### src/rtl/sram_port_arbiter.sv
// Two-requester arbiter for a single-port SRAM: locked bursts capped at MAX_BURST,
// otherwise round-robin on contention; read data is routed back two cycles after accept.
module sram_port_arbiter #(
  parameter int ADR_W     = 10,
  parameter int SRAM_W    = 128,
  parameter int MAX_BURST = 4
) (
  input  logic              i_clk,
  input  logic              i_rst,
  input  logic              i_req_valid_0,
  input  logic              i_req_valid_1,
  output logic              o_req_ready_0,
  output logic              o_req_ready_1,
  input  logic              i_req_wen_0,
  input  logic              i_req_wen_1,
  input  logic [ADR_W-1:0]  i_req_addr_0,
  input  logic [ADR_W-1:0]  i_req_addr_1,
  input  logic [SRAM_W-1:0] i_req_data_0,
  input  logic [SRAM_W-1:0] i_req_data_1,
  input  logic [SRAM_W-1:0] i_req_wmask_0,
  input  logic [SRAM_W-1:0] i_req_wmask_1,
  input  logic              i_req_lock_0,
  input  logic              i_req_lock_1,
  output logic              o_rsp_valid_0,
  output logic              o_rsp_valid_1,
  output logic [SRAM_W-1:0] o_rsp_data_0,
  output logic [SRAM_W-1:0] o_rsp_data_1,
  output logic              o_ram_cen,
  output logic              o_ram_rdwen,
  output logic [ADR_W-1:0]  o_ram_addr,
  output logic [SRAM_W-1:0] o_ram_indata,
  output logic [SRAM_W-1:0] o_ram_wmask,
  input  logic [SRAM_W-1:0] i_ram_outdata
);

  localparam int CNT_W = $clog2(MAX_BURST + 1);
  localparam logic [CNT_W-1:0] BURST_MAX = CNT_W'(MAX_BURST);
  localparam logic [CNT_W-1:0] BURST_ONE = CNT_W'(1);

  logic              last_q, last_d;
  logic              acc_q;
  logic [CNT_W-1:0]  burst_q, burst_d;
  logic              last_valid, last_lock, lock_cont;
  logic              accept, gnt;
  logic              sel_wen;
  logic [ADR_W-1:0]  sel_addr;
  logic [SRAM_W-1:0] sel_data, sel_wmask;

  logic              cen_q, rdwen_q;
  logic [ADR_W-1:0]  addr_q;
  logic [SRAM_W-1:0] indata_q, wmask_q;
  logic              rv1_q, rid1_q, rv2_q, rid2_q;

  always_comb begin
    last_valid = last_q ? i_req_valid_1 : i_req_valid_0;
    last_lock  = last_q ? i_req_lock_1  : i_req_lock_0;
    // The lock chain only survives if the owner was accepted in the immediately preceding cycle.
    lock_cont  = acc_q && last_valid && last_lock && (burst_q < BURST_MAX);
    accept     = !i_rst && (i_req_valid_0 || i_req_valid_1);

    gnt = 1'b0;
    if (lock_cont) begin
      gnt = last_q;
    end else if (i_req_valid_0 && i_req_valid_1) begin
      gnt = ~last_q;
    end else begin
      gnt = i_req_valid_1;
    end

    last_d  = last_q;
    burst_d = burst_q;
    if (accept) begin
      last_d  = gnt;
      burst_d = lock_cont ? burst_q + BURST_ONE : BURST_ONE;
    end

    sel_wen   = gnt ? i_req_wen_1   : i_req_wen_0;
    sel_addr  = gnt ? i_req_addr_1  : i_req_addr_0;
    sel_data  = gnt ? i_req_data_1  : i_req_data_0;
    sel_wmask = gnt ? i_req_wmask_1 : i_req_wmask_0;
  end

  assign o_req_ready_0 = accept && !gnt;
  assign o_req_ready_1 = accept && gnt;

  always_ff @(posedge i_clk) begin
    if (i_rst) begin
      last_q   <= 1'b1;
      acc_q    <= 1'b0;
      burst_q  <= '0;
      cen_q    <= 1'b1;
      rdwen_q  <= 1'b1;
      addr_q   <= '0;
      indata_q <= '0;
      wmask_q  <= '0;
      rv1_q    <= 1'b0;
      rid1_q   <= 1'b0;
      rv2_q    <= 1'b0;
      rid2_q   <= 1'b0;
    end else begin
      last_q  <= last_d;
      acc_q   <= accept;
      burst_q <= burst_d;
      cen_q   <= !accept;
      rv1_q   <= accept && !sel_wen;
      rid1_q  <= gnt;
      rv2_q   <= rv1_q;
      rid2_q  <= rid1_q;
      if (accept) begin
        rdwen_q  <= ~sel_wen;
        addr_q   <= sel_addr;
        indata_q <= sel_data;
        wmask_q  <= sel_wmask;
      end
    end
  end

  assign o_ram_cen     = cen_q;
  assign o_ram_rdwen   = rdwen_q;
  assign o_ram_addr    = addr_q;
  assign o_ram_indata  = indata_q;
  assign o_ram_wmask   = wmask_q;

  assign o_rsp_valid_0 = rv2_q && !rid2_q;
  assign o_rsp_valid_1 = rv2_q && rid2_q;
  assign o_rsp_data_0  = i_ram_outdata;
  assign o_rsp_data_1  = i_ram_outdata;

endmodule

### config.mk
export PLATFORM = sky130hd
export DESIGN_NAME = sram_port_arbiter
export DESIGN_NICKNAME = d
export VERILOG_FILES = /design/src/rtl/sram_port_arbiter.sv
export SDC_FILE = /design/constraint.sdc
export NUM_CORES = 1
export LEC_CHECK = 0
export BUFFER_PORTS_ARGS = -buffer_cell sky130_fd_sc_hd__buf_4
export CAP_MARGIN = 15
export CORE_AREA = 2 2 469 471
export DETAILED_ROUTE_END_ITERATION = 10
export DIE_AREA = 0 0 471 473
export HOLD_SLACK_MARGIN = 0.12
export SYNTH_ARGS = -nofsm -noshare
export SYNTH_HDL_FRONTEND = slang
export SYNTH_SLANG_ARGS = --single-unit
### constraint.sdc
create_clock -name i_clk -period 3.15 [get_ports i_clk]
set_clock_uncertainty 0.15 [all_clocks]
set_input_delay 0.315 -clock i_clk [delete_from_list [all_inputs] [get_ports i_clk]]
set_output_delay 0.315 -clock i_clk [all_outputs]
set_load 0.005 [all_outputs]
==> run_results.csv <==
group,metric,value,unit
critical_path,worst_path_most_repeated_cell,"buf_4",
clock_network,cts_tree,"yes",
yosys,synth.largest_area_cell,"dfxtp_1",
timing,timing.setup.tns,0,ns
critical_path,r2r_start,"burst_q[2]",
yosys,synth_warnings,0,
yosys,synth_area,12430,um2
detailed_routing,via_per_inst,2.848,
clock_network,clock-sinks,277,
detailed_routing,drtPass1Iterations,5,
job,max_cap_viol_count,0,
detailed_routing,drt-total-wl,132600,um
grt,grt_max_degree,92,
floorplan,die_width,471,um
run_status,outcome,"finished, final reports clean",
final_layout,drive_gt1_share,39.44,%
critical_path,critPathArrivalTime,3.44,ns
critical_path,crit_type,"reg2reg",
detailed_routing,drt_iter0_markers,873,
final_layout,areaGrowthSynthToFinish,116.6,%
timing,tightest_slew,0.7569,ns
power,powerDensity,426.7,nW/um2
final_layout,final_util,12.34,%
floorplan,core_area,218200,um2
critical_path,critPathLaunchType,"flip-flop",
hold_path,min_path_type,"in2reg",
placed_design,numPortBuffers,811,
final_layout,final_common_cell,"buf_4",
yosys,avgSynthCellArea,10.46,um2
floorplan,die-area,222800,um2
timing,grt_setup_unrepaired,"no",
power,peakVddDrop,0.0003548,V
yosys,synth-seq-cells,277,
yosys,synth_area_leaders,"dfxtp_1 45%, a221o_1 21%, buf_4 16%",
final_layout,nets,2938,
clock_network,clk_latency,0.64,ns
grt,antenna_found_initial,67,
clock_network,cts_buffers,40,
grt,grt_pass1_vias,15408,
grt,grt_pass1_wl,162800,um
grt,gr-usage-all-layers,11.36,%
critical_path,cp-startpoint,"burst_q[2]",
timing,fin_crit,3.017,ns
yosys,syn_inst,1189,
timing,finalSetupViolCount,0,
hold_path,min_from,"i_req_wmask_1[39]",
placed_design,gp_congestion,0.8679,
critical_path,slowest_delay,0.55,ns
detailed_routing,vias,14779,
floorplan,die_h,473,um
timing,period_share,95.76,%
critical_path,required,3.58,ns
critical_path,cp_cell_sequence,"and3b_1 > o21ai_1 > a211oi_4 > buf_4 > buf_4 > a221o_1 > dlygate4sd3_1",
timing,maxSlewViolCount,0,
clock_network,clkSlewWorstSetupHoldPaths,0.06,ns
detailed_routing,antenna_left,0,
power,p_leak,11.61,nW
floorplan,initial_core_util,5.697,%
timing,max_freq,0.3315,GHz
critical_path,critPathMaxFanout,52,
detailed_routing,drcViolationCount,0,
yosys,synth.yosys.seq_area_share,44.61,%
floorplan,num_io_pins,1196,
yosys,synth.top_cell.area_share,44.61,%
final_layout,fillers,24679,
floorplan,num_rows,172,
clock_network,cts-root-buf,"clkbuf_16",
placed_design,hpwl,111700,um
yosys,synthDistinctLibCells,29,
yosys,syn_nets,1858,
timing,hold_viol,0,
clock_network,htree_levels,2,
grt,gr-total-overflow,0,
clock_network,clk_path_buf_depth,3,
final_layout,mostFrequentLayoutCells,"828 x buf_4, 545 x dlygate4sd3_1, 277 x dfxtp_1",
detailed_routing,wl_per_cell,25.55,um
critical_path,cpMaxStageDelayCell,"dlygate4sd3_1",
critical_path,cp-end-kind,"flip-flop",
timing,slew_headroom,49.27,%
==> state kept, by name, indices dropped and copies added, names as in the netlist <==
signal        cells
o_ram_indata    128
o_ram_wmask     128
o_ram_addr       10
burst_q           3
acc_q             1
last_q            1
o_ram_cen         1
o_ram_rdwen       1
rid1_q            1
rid2_q            1
rv1_q             1
rv2_q             1
==> layout make-up <==
class / count / area (um2) / share of cell area (%)
clock buffers: 53 / 1131 / 4.201
multi-input cells: 564 / 4572 / 16.98
well taps: 2871 / 3592 / 13.34
diodes: 22 / 55.05 / 0.2045
repair buffers: 1383 / 11870 / 44.09
inverters: 3 / 11.26 / 0.04182
flip-flops and latches: 277 / 5545 / 20.59
clock inverters: 17 / 147.6 / 0.5483
==> where the power goes <==
part	switching [W]	total, W	internal, W
sequential	0.000181	0.00399	0.00381
combinational	0.00124	0.00288	0.00164
clock	0.00207	0.00461	0.00254
==> cell usage after synthesis, drive strengths merged <==
| master | count |
|---|---|
| o211a | 1 |
| a211oi | 2 |
| nor3 | 2 |
| nand2b | 1 |
| inv | 3 |
| a221o | 266 |
| buf | 306 |
| o21ai | 1 |
| and2 | 267 |
| dfxtp | 277 |
| nand4b | 1 |
| o2bb2ai | 1 |
| nand3 | 1 |
| and3b | 1 |
| a21oi | 3 |
| ha | 1 |
| o21bai | 1 |
| clkbuf | 39 |
| a22oi | 2 |
| nor3b | 3 |
| nor2 | 3 |
| or2 | 1 |
| nor2b | 3 |
| a211o | 1 |
| nand3b | 2 |
==> metrics by stage <==
step           std cells  instance area (um2)  hold slack, ns  setup slack (ns)  power, W
6_report            5190                26930          0.2654            0.1335   0.01149
5_1_grt             5179                26900          0.2294          0.005535   0.01204
4_1_cts             5168                26870          0.1689            0.1188   0.01175
3_5_place_dp        4553                20140          0.2970            0.7195  0.006300
3_3_place_gp        4553                20140          0.3035            0.7138  0.006281
2_1_floorplan       1189                12430          0.2638             1.346  0.004754
==> routing by layer <==
metal / part of all wire (%) / GRT usage [%]
met5: 0.17 / 0.1298
met3: 23 / 11.70
met1: 28 / 9.295
met2: 43 / 17.08
met4: 5.6 / 6.416
==> final timing paths <==
check	to	slack, ns	cells after the start
worst max-delay path	o_ram_wmask[72]	0.13	7
worst min-delay path	o_ram_wmask[39]	0.27	3
worst max register to register	o_ram_wmask[72]	0.13	7
worst min register to register	rid2_q	0.30	1
==> cells by family after synthesis <==
| logic type | Yosys count | synth area share, % |
|---|---|---|
| buf+inv | 348 | 18.77 |
| simple gates | 285 | 14.38 |
| compound gates | 278 | 22.14 |
| flops | 277 | 44.61 |
| fa+ha+maj | 1 | 0.1006 |
==> what timing repair did <==
item / 4_1_cts / 5_1_grt
buffers inserted: 0 / 0
hold endpoints to repair: 277 / 0
resized for setup: 0 / 0
hold buffers: 545 / 0
==> critical path, delay by kind of cell (launching register included) <==
kind	cells	cell delay, ns
simple gates	1	0.25
compound gates	3	0.72
flops	1	0.33
buf+inv	3	1.41
Note: power is estimated with default switching activity, not from simulation.
